### src/rtl/demuxer4_reg_pkg.sv
// Shared types for the registered 1-to-4 demultiplexer.
//   LANES      : number of output lanes (fixed at 4)
//   lane_idx_t : 2-bit lane index (explicit select and round-robin counter)
//   mode_e     : steering mode, auto (round-robin) or explicit (sel input)
package demux_pkg;

    localparam int LANES = 4;

    typedef logic [1:0] lane_idx_t;

    typedef enum logic {
        MODE_AUTO = 1'b0,
        MODE_EXPL = 1'b1
    } mode_e;

endpackage : demux_pkg

### src/rtl/demuxer4_reg_if.sv
// Bus bundle for demuxer4_reg.
//   Producer -> demux : in_valid, in_data[WIDTH], mode, sel[2], clear
//   Demux -> consumer : q[4][WIDTH], lane_full[4], frame_valid, rr_cnt[2]
// master modport is the side that feeds words in and watches the lanes;
// slave modport is the demultiplexer itself.
interface demuxer4_reg_if #(
    parameter int WIDTH = 1
);

    logic                                           in_valid;
    logic [WIDTH-1:0]                               in_data;
    logic                                           mode;
    demux_pkg::lane_idx_t                           sel;
    logic                                           clear;
    logic [demux_pkg::LANES-1:0][WIDTH-1:0]         q;
    logic [demux_pkg::LANES-1:0]                    lane_full;
    logic                                           frame_valid;
    demux_pkg::lane_idx_t                           rr_cnt;

    modport master (
        output in_valid,
        output in_data,
        output mode,
        output sel,
        output clear,
        input  q,
        input  lane_full,
        input  frame_valid,
        input  rr_cnt
    );

    modport slave (
        input  in_valid,
        input  in_data,
        input  mode,
        input  sel,
        input  clear,
        output q,
        output lane_full,
        output frame_valid,
        output rr_cnt
    );

endinterface : demuxer4_reg_if

### src/rtl/demuxer4_reg_dec2to4.sv
// 2-to-4 lane decoder producing the per-lane write enables.
//   idx    : target lane index
//   en     : word is accepted this cycle (gates every output)
//   onehot : one-hot write enable, bit i set when idx == i and en
module dec2to4
    import demux_pkg::*;
(
    input  lane_idx_t          idx,
    input  logic               en,
    output logic [LANES-1:0]   onehot
);

    generate
        for (genvar gi = 0; gi < LANES; gi++) begin : g_dec
            assign onehot[gi] = en && (idx == lane_idx_t'(gi));
        end
    endgenerate

endmodule : dec2to4

### src/rtl/demuxer4_reg.sv
// Registered 1-to-4 demultiplexer. Accepted words are steered into one of
// four lane registers, by the round-robin counter (auto mode) or by sel
// (explicit mode). A frame completes when all four lanes have been written;
// frame_valid then pulses for one cycle while q holds the whole frame.
//   clk          : rising-edge clock
//   rst_n        : synchronous active-low reset
//   bus (slave)  : in_valid/in_data/mode/sel/clear in,
//                  q/lane_full/frame_valid/rr_cnt out (all registered)
module demuxer4_reg
    import demux_pkg::*;
#(
    parameter int WIDTH = 1
) (
    input  logic                 clk,
    input  logic                 rst_n,
    demuxer4_reg_if.slave        bus
);

    logic [WIDTH-1:0]   q_reg [LANES];
    logic [LANES-1:0]   lane_full_reg;
    logic [LANES-1:0]   lane_full_next;
    lane_idx_t          rr_cnt_reg;
    lane_idx_t          rr_cnt_next;
    mode_e              mode_reg;
    logic               frame_valid_reg;
    logic               frame_valid_next;

    mode_e              mode_in;
    logic               accept;
    logic               mode_chg;
    lane_idx_t          target;
    logic [LANES-1:0]   wr_en;
    logic [LANES-1:0]   full_base;
    logic [LANES-1:0]   full_merge;
    lane_idx_t          rr_base;
    logic               frame_done;

    assign mode_in  = mode_e'(bus.mode);
    assign accept   = bus.in_valid && !bus.clear;
    assign mode_chg = (mode_in != mode_reg);

    // After any mode change rr_cnt_reg is already 0 when entering auto
    // mode (explicit mode only holds it, and leaving auto zeroes it), so
    // the raw counter is the right target even in the switching cycle.
    assign target = (mode_in == MODE_EXPL) ? bus.sel : rr_cnt_reg;

    dec2to4 u_dec (
        .idx    (target),
        .en     (accept),
        .onehot (wr_en)
    );

    always_comb begin
        // A mode change abandons the partial frame; the word accepted in
        // the same cycle then starts the new frame from an empty state.
        full_base        = mode_chg ? '0 : lane_full_reg;
        rr_base          = mode_chg ? '0 : rr_cnt_reg;
        full_merge       = full_base | wr_en;
        frame_done       = accept && (&full_merge);
        lane_full_next   = frame_done ? '0 : full_merge;
        frame_valid_next = frame_done;
        rr_cnt_next      = (accept && mode_in == MODE_AUTO) ? rr_base + 2'd1 : rr_base;
        if (bus.clear) begin
            lane_full_next   = '0;
            rr_cnt_next      = '0;
            frame_valid_next = 1'b0;
        end
    end

    always_ff @(posedge clk) begin
        if (!rst_n) begin
            lane_full_reg   <= '0;
            rr_cnt_reg      <= '0;
            mode_reg        <= MODE_AUTO;
            frame_valid_reg <= 1'b0;
        end else begin
            lane_full_reg   <= lane_full_next;
            rr_cnt_reg      <= rr_cnt_next;
            mode_reg        <= mode_in;
            frame_valid_reg <= frame_valid_next;
        end
    end

    // One register per lane; only the addressed lane loads, others hold.
    generate
        for (genvar gi = 0; gi < LANES; gi++) begin : g_lane
            always_ff @(posedge clk) begin
                if (!rst_n) begin
                    q_reg[gi] <= '0;
                end else if (wr_en[gi]) begin
                    q_reg[gi] <= bus.in_data;
                end
            end
            assign bus.q[gi] = q_reg[gi];
        end
    endgenerate

    assign bus.lane_full   = lane_full_reg;
    assign bus.rr_cnt      = rr_cnt_reg;
    assign bus.frame_valid = frame_valid_reg;

endmodule : demuxer4_reg

### src/flat_wrapper.sv
// flat-port wrapper written by rule: the top's interface ports become plain ports
module demuxer4_reg_flat import demux_pkg::*;
#(
    parameter int WIDTH = 1
)
  (clk, rst_n, bus_in_valid, bus_in_data, bus_mode, bus_sel, bus_clear, bus_q, bus_lane_full, bus_frame_valid, bus_rr_cnt);
  demuxer4_reg_if #(.WIDTH(WIDTH)) bus_i ();
  input  logic clk;
  input  logic rst_n;
  input wire logic [$bits(bus_i.in_valid)-1:0] bus_in_valid;
  input wire logic [$bits(bus_i.in_data)-1:0] bus_in_data;
  input wire logic [$bits(bus_i.mode)-1:0] bus_mode;
  input wire logic [$bits(bus_i.sel)-1:0] bus_sel;
  input wire logic [$bits(bus_i.clear)-1:0] bus_clear;
  output wire logic [$bits(bus_i.q)-1:0] bus_q;
  output wire logic [$bits(bus_i.lane_full)-1:0] bus_lane_full;
  output wire logic [$bits(bus_i.frame_valid)-1:0] bus_frame_valid;
  output wire logic [$bits(bus_i.rr_cnt)-1:0] bus_rr_cnt;
  assign bus_i.in_valid = bus_in_valid;
  assign bus_i.in_data = bus_in_data;
  assign bus_i.mode = bus_mode;
  assign bus_i.sel = bus_sel;
  assign bus_i.clear = bus_clear;
  assign bus_q = bus_i.q;
  assign bus_lane_full = bus_i.lane_full;
  assign bus_frame_valid = bus_i.frame_valid;
  assign bus_rr_cnt = bus_i.rr_cnt;
  demuxer4_reg #(.WIDTH(WIDTH)) u_core (.clk(clk), .rst_n(rst_n), .bus(bus_i));
endmodule
### config.mk
export PLATFORM = sky130hd
export DESIGN_NAME = demuxer4_reg_flat
export DESIGN_NICKNAME = d
export VERILOG_FILES = /design/src/rtl/demuxer4_reg_pkg.sv /design/src/rtl/demuxer4_reg_if.sv /design/src/rtl/demuxer4_reg_dec2to4.sv /design/src/rtl/demuxer4_reg.sv /design/src/flat_wrapper.sv
export SDC_FILE = /design/constraint.sdc
export NUM_CORES = 1
export LEC_CHECK = 0
export ABC_AREA = 0
export BUFFER_PORTS_ARGS = -buffer_cell sky130_fd_sc_hd__buf_4
export CAP_MARGIN = 20
export CORE_AREA = 2 2 39 41
export DETAILED_ROUTE_END_ITERATION = 8
export DIE_AREA = 0 0 41 43
export HOLD_SLACK_MARGIN = 0.1
export PLACE_DENSITY = 0.77
export SYNTH_ARGS = -nofsm -noshare
export SYNTH_HDL_FRONTEND = slang
export SYNTH_SLANG_ARGS = --single-unit
### constraint.sdc
create_clock -name clk -period 2.6 [get_ports clk]
set_clock_uncertainty 0.05 [all_clocks]
set_input_delay 0.39 -clock clk [delete_from_list [all_inputs] [get_ports clk]]
set_output_delay 0.39 -clock clk [all_outputs]
set_load 0.02 [all_outputs]
* Word level (Yosys, flattened, before mapping)
Memory sizes are Yosys's and may differ from the RTL's.
Cells that the tools add are included.
** Storage, ports and cells
- Memory bits (read-only) :: 0
- Output and inout port bits :: 11
- Memory bits (writable) :: 4
- Memories :: 1
- Input port bits :: 8
- Register bits after elaboration :: 8
- Latch bits :: 0
- Logic and storage cells :: 50
** Cells by class
- Bitwise logic cells :: 7
- Add/subtract/negate cells :: 1
- Reduce and logical (&&, ||, !) cells :: 12
- Shift operators :: 0
- Magnitude comparators :: 0
- $mul :: 0
- Div/mod/pow operators :: 0
- Equality and inequality tests :: 4
- Mux-type cells :: 21
** Memories
- u_core.q_reg :: depth 4, width 1, read ports 4, clocked after Yosys merged registers in 0, wr ports 4, line demuxer4_reg.sv:19 : logic [WIDTH-1:0] q_reg [LANES];
** Operators with widths (number)
- $mux W1 :: 17
- $logic_and A1 B1 Y1 :: 7
- $mux W2 :: 3
- $eq A2 B2 Y1 const B :: 2
- $mux W4 :: 1
- $or A1 B1 Y1 :: 4
- $or A4 B4 Y4 :: 1
- $reduce_and A4 Y1 :: 1
- $reduce_or A3 Y1 :: 1
- $add A2 B1 Y2 const B :: 1
- $eq A2 B1 Y1 const B :: 1
- $logic_not A2 Y1 :: 1
- $not A1 Y1 :: 2
- $reduce_or A2 Y1 :: 1
- $logic_not A1 Y1 :: 1
- $ne A1 B1 Y1 :: 1

* Longest topological paths before layout
- Depth in word-level cells :: 7
- Gate-level depth with buffers :: 5
- Gate-level depth less buffers :: 4

* Cells and area by module
A second synthesis with hierarchy kept.
** Unflattened totals
- Cells, all modules :: 62
- Area, all modules :: 636.9 µm²
** Modules (own cells, without submodules)
- demuxer4_reg :: cells an instance 58, sequential area each 270.3 µm², instances 1, area each 599.3 µm²
- dec2to4 :: cells an instance 4, sequential area each 0.0 µm², instances 1, area each 37.5 µm²

* Least setup slack after synthesis
No wires, ideal clock.
- Kind :: input -> register
- From :: input bus_mode
- To :: register u_core.frame_valid_reg, in the netlist u_core.bus.frame_valid
- Path buffers :: 0
- Stages on the path :: 4
- Slack :: 1.134 ns
- Setup time :: 0.060 ns
- Data arrival time :: 1.356 ns
- Required time :: 2.490 ns
- Cell sequence :: mux2_2 > mux2i_1 > o32ai_2 > and3_1
** On the way
- Word-level cells in the longest chain between the ends :: 6
- Elaborated cells between the ends (all ways) :: 14
- Classes of those cells :: eq/ne: 4; mux: 2; bitwise: 1; reduce/logical: 7
** Ends and longest elaborated chain
- from (decl) :: line flat_wrapper.sv:12 : input wire logic [$bits(bus_i.mode)-1:0] bus_mode;
- $mux W2 :: line demuxer4_reg.sv:45 : assign target = (mode_in == MODE_EXPL) ? bus.sel : rr_cnt_reg;
- $eq A2 B1 Y1 (tied with other cells) :: line demuxer4_reg_dec2to4.sv:15 : assign onehot[gi] = en && (idx == lane_idx_t'(gi));
- $logic_and A1 B1 Y1 :: line demuxer4_reg_dec2to4.sv:15
- $or A4 B4 Y4 (*) :: line demuxer4_reg.sv:58 : full_merge = full_base | wr_en;
- $reduce_and A4 Y1 (*) :: line demuxer4_reg.sv:59 : frame_done = accept && (&full_merge);
- $logic_and A1 B1 Y1 (*) :: line demuxer4_reg.sv:59
- to (signal assigned) :: line demuxer4_reg.sv:80 : frame_valid_reg <= frame_valid_next;
- to (decl) :: line demuxer4_reg.sv:25 : logic frame_valid_reg;
Every way passes the cells marked *; elsewhere a longest branch is shown, timed or not.
A chain may end at the register's enable or synchronous reset.

* Worst setup path in the final report
- From :: register u_core.rr_cnt_reg[0], in the netlist u_core.bus.rr_cnt[0]
- To :: register u_core.frame_valid_reg, in the netlist u_core.bus.frame_valid
** On the way
- Word-level cells in the longest chain between the ends :: 6
- Elaborated cells between the ends (all ways) :: 12
- Classes of those cells :: eq/ne: 3; mux: 1; bitwise: 1; reduce/logical: 7
** Ends and longest elaborated chain
- from (decl) :: line demuxer4_reg.sv:22 : lane_idx_t rr_cnt_reg;
- from (signal assigned) :: line demuxer4_reg.sv:78 : rr_cnt_reg <= rr_cnt_next;
- $mux W2 (*) :: line demuxer4_reg.sv:45
- $eq A2 B1 Y1 (tied with other cells) :: line demuxer4_reg_dec2to4.sv:15
- $logic_and A1 B1 Y1 :: line demuxer4_reg_dec2to4.sv:15
- $or A4 B4 Y4 (*) :: line demuxer4_reg.sv:58
- $reduce_and A4 Y1 (*) :: line demuxer4_reg.sv:59
- $logic_and A1 B1 Y1 (*) :: line demuxer4_reg.sv:59
Marks and branches as above.

==> results.ini <==
[finish]
num-fill-cells=122
fin_nets=93
drive_above_1_share_pct=34.5
diodes=0
area_growth_pct=19.8

[yosys]
netlist_instances=68
synth-seq-cells=12
dominantRegCellSynth=dfxtp_1
netlist_top_cells_area=dfxtp_1 27%, edfxtp_1 13%, mux2i_1 6.0%
ys_types=29
synth_area_sq_um=669
yosysTopAreaCellShare_pct=26.9
async_flop_share_pct=0
yosys_warnings=0
ys_seq_area_share_pct=40.4
netlist.top_cell.by_area=dfxtp_1
synth_nets=76
synth-edff-count=3
avgSynthCellArea_sq_um=9.84

[routing]
wl_per_cell_microns=12.4
via_per_inst=5.48
vias=548
drtIter0Drc=11
ant_nets=0
firstDrtPassIters=4
wl_mm=1.24
drc_errors=0

[setup_path]
crit_slowest_cell=dfxtp_1
crit_chain=mux2_2 > mux2i_1 > o32ai_2 > and3_1
critPathCaptureType=flip-flop
crit-reg2reg-launch=u_core.bus.rr_cnt[0]
cp-start-kind=flip-flop
required_ns=2.77
max_stage_delay_ns=0.37
crit_arrival_ns=1.67
ff2ff_path_depth=4
worstSetupPathType=reg -> reg
path_max_fanout=7
reg2reg_to=u_core.bus.frame_valid
rrSetupSlack_ns=1.10

[clock_tree]
clock_latency_ns=0.28
clkTransAtPathRegs_ns=0.07
cts_resized=0
ctsLongestPathBuffers=2
cts_buffers=3
hold_buffers=0
htreeDepth=1
root_buffer=clkbuf_4
postCtsSetupRepairBufs=0
cts_tree=yes
clock_sinks=12

[hold_path]
min_from=bus_in_valid
hold_depth=2
min_to=u_core.bus.lane_full[2]
holdCritPathClass=in -> reg

[sta]
hold_ws_ns=0.277
rsz0062_at_grt=no
finalCriticalPeriod_ns=1.50
setup_tns_ns=0
finalSetupViolations=0
finalHoldViolCount=0
period_share_pct=57.7
tightest_slew_ns=0.386
slew_viol_final=0
slew_headroom_pct=74.3
fmax_mhz=667

[run_status]
status=finished clean

[grt]
grt_max_degree=12
grt_antenna_before_repair=0
grt_pass1_wl_mm=1.88
gr-total-overflow=0
grtUsageTotal_pct=16.1
grt_pass1_vias=450

[floorplan]
ios=19
core_sq_um=1380
initial_utilization_pct=48.4
die_w_microns=41
die_area_sq_um=1760
rows=14
fp.dieH_microns=43

[power]
p_leak_nw=0.335
switching_share_pct=25.9
pwr-share-comb_pct=14.6
vdd_drop_max_mv=0.268
power.share.clock_pct=32.8
power_density_nw_per_um2=472
pwr-share-seq_pct=52.6
netSwitchingPower_mw=0.0979
intPower_mw=0.281

[placed_design]
gp_congestion=0.826
hpwl_microns=930
io_buffers=18

[job]
max_cap_viol_count=0

==> worst max-delay path, delay by kind of cell (launching register included) <==
kind / cells / cell delay [ns]
AOI/OAI and AO/OA: 1 / 0.36
DFF: 1 / 0.37
muxes: 2 / 0.46
and+or+nand+nor: 1 / 0.21
==> power by group through the flow <==
| stage | logic [mW] | registers, mW | clock network (mW) |
|---|---|---|---|
| after floorplan | 0.0381 | 0.204 | 0 |
| after CTS | 0.0553 | 0.199 | 0.122 |
| after global placement | 0.0548 | 0.203 | 0 |
| after detailed placement | 0.0552 | 0.203 | 0 |
| final | 0.0554 | 0.199 | 0.124 |
| after global routing | 0.0598 | 0.200 | 0.132 |
==> through the flow <==
stage          cell area (sq um)  std cells  util (%)  setup WS, ns  total power [mW]
2_1_floorplan                669         68         -          1.13             0.242
3_3_place_gp                 776         96      56.1         0.881             0.258
3_5_place_dp                 776         96      56.1         0.823             0.259
4_1_cts                      802        100      58.0          1.10             0.376
5_1_grt                      802        100      58.0          1.01             0.392
6_report                     802        100      58.0          1.10             0.379
==> synth_stat cells (all sizes together), types with 3 or more instances <==
master,n
nand2,5
a21boi,4
dfxtp,9
a21oi,4
mux2i,4
a211oi,4
nor2,4
buf,5
nand3,5
edfxtp,3
==> cell families (layout without fill, tap and decap cells) <==
group | Yosys count | in the layout | synth area share (%)
buffers and inverters | 7 | 23 | 7.85
DFF | 12 | 12 | 40.4
and+or+nand+nor | 25 | 25 | 19.8
AOI/OAI and AO/OA | 17 | 17 | 19.6
muxes | 6 | 6 | 9.91
xor gates and xnor gates | 1 | 1 | 2.43
==> layout make-up <==
type	instances	area [sq um]	share of cell area, %
timing repair buffer	18	135	16.8
tap	16	20.0	2.50
clock buffer	4	26.3	3.28
sequential	12	270	33.7
inverter	1	3.75	0.468
multi-input combinational	49	347	43.2
==> placed cells by master, fill, tap and decap left out, types with 2 or more instances in the layout <==
| cell type | n |
|---|---|
| nor2_1 | 4 |
| a21oi_1 | 4 |
| edfxtp_1 | 3 |
| nand3_1 | 5 |
| clkbuf_4 | 3 |
| a21boi_0 | 3 |
| dfxtp_1 | 9 |
| nor3_1 | 2 |
| nand2_1 | 5 |
| nand2b_1 | 2 |
| mux2i_1 | 4 |
| o21ai_0 | 2 |
| and2_2 | 2 |
| buf_4 | 18 |
| a211oi_1 | 4 |
==> per-layer routing <==
layer | track usage (%) | vias to the layer above | share of wire (%)
met5 | 0 | - | 0
met4 | 12.7 | 0 | 3.6
met3 | 3.14 | 4 | 4.6
met2 | 21.6 | 16 | 46
met1 | 21.7 | 250 | 46
li1 | - | 278 | -
==> worst max path at each step <==
| stage | depth (start not counted) | start | end | slack [ns] |
|---|---|---|---|---|
| floorplan | 4 | bus_mode | u_core.bus.frame_valid | 1.13 |
| global placement | 5 | bus_mode | u_core.bus.frame_valid | 0.88 |
| detailed placement | 5 | bus_mode | u_core.bus.frame_valid | 0.82 |
| CTS | 4 | u_core.bus.rr_cnt[0] | u_core.bus.frame_valid | 1.10 |
| global route | 4 | u_core.bus.rr_cnt[0] | u_core.bus.lane_full[1] | 1.01 |
| finish | 4 | u_core.bus.rr_cnt[0] | u_core.bus.frame_valid | 1.10 |
Power figures use the tool's default switching activity.
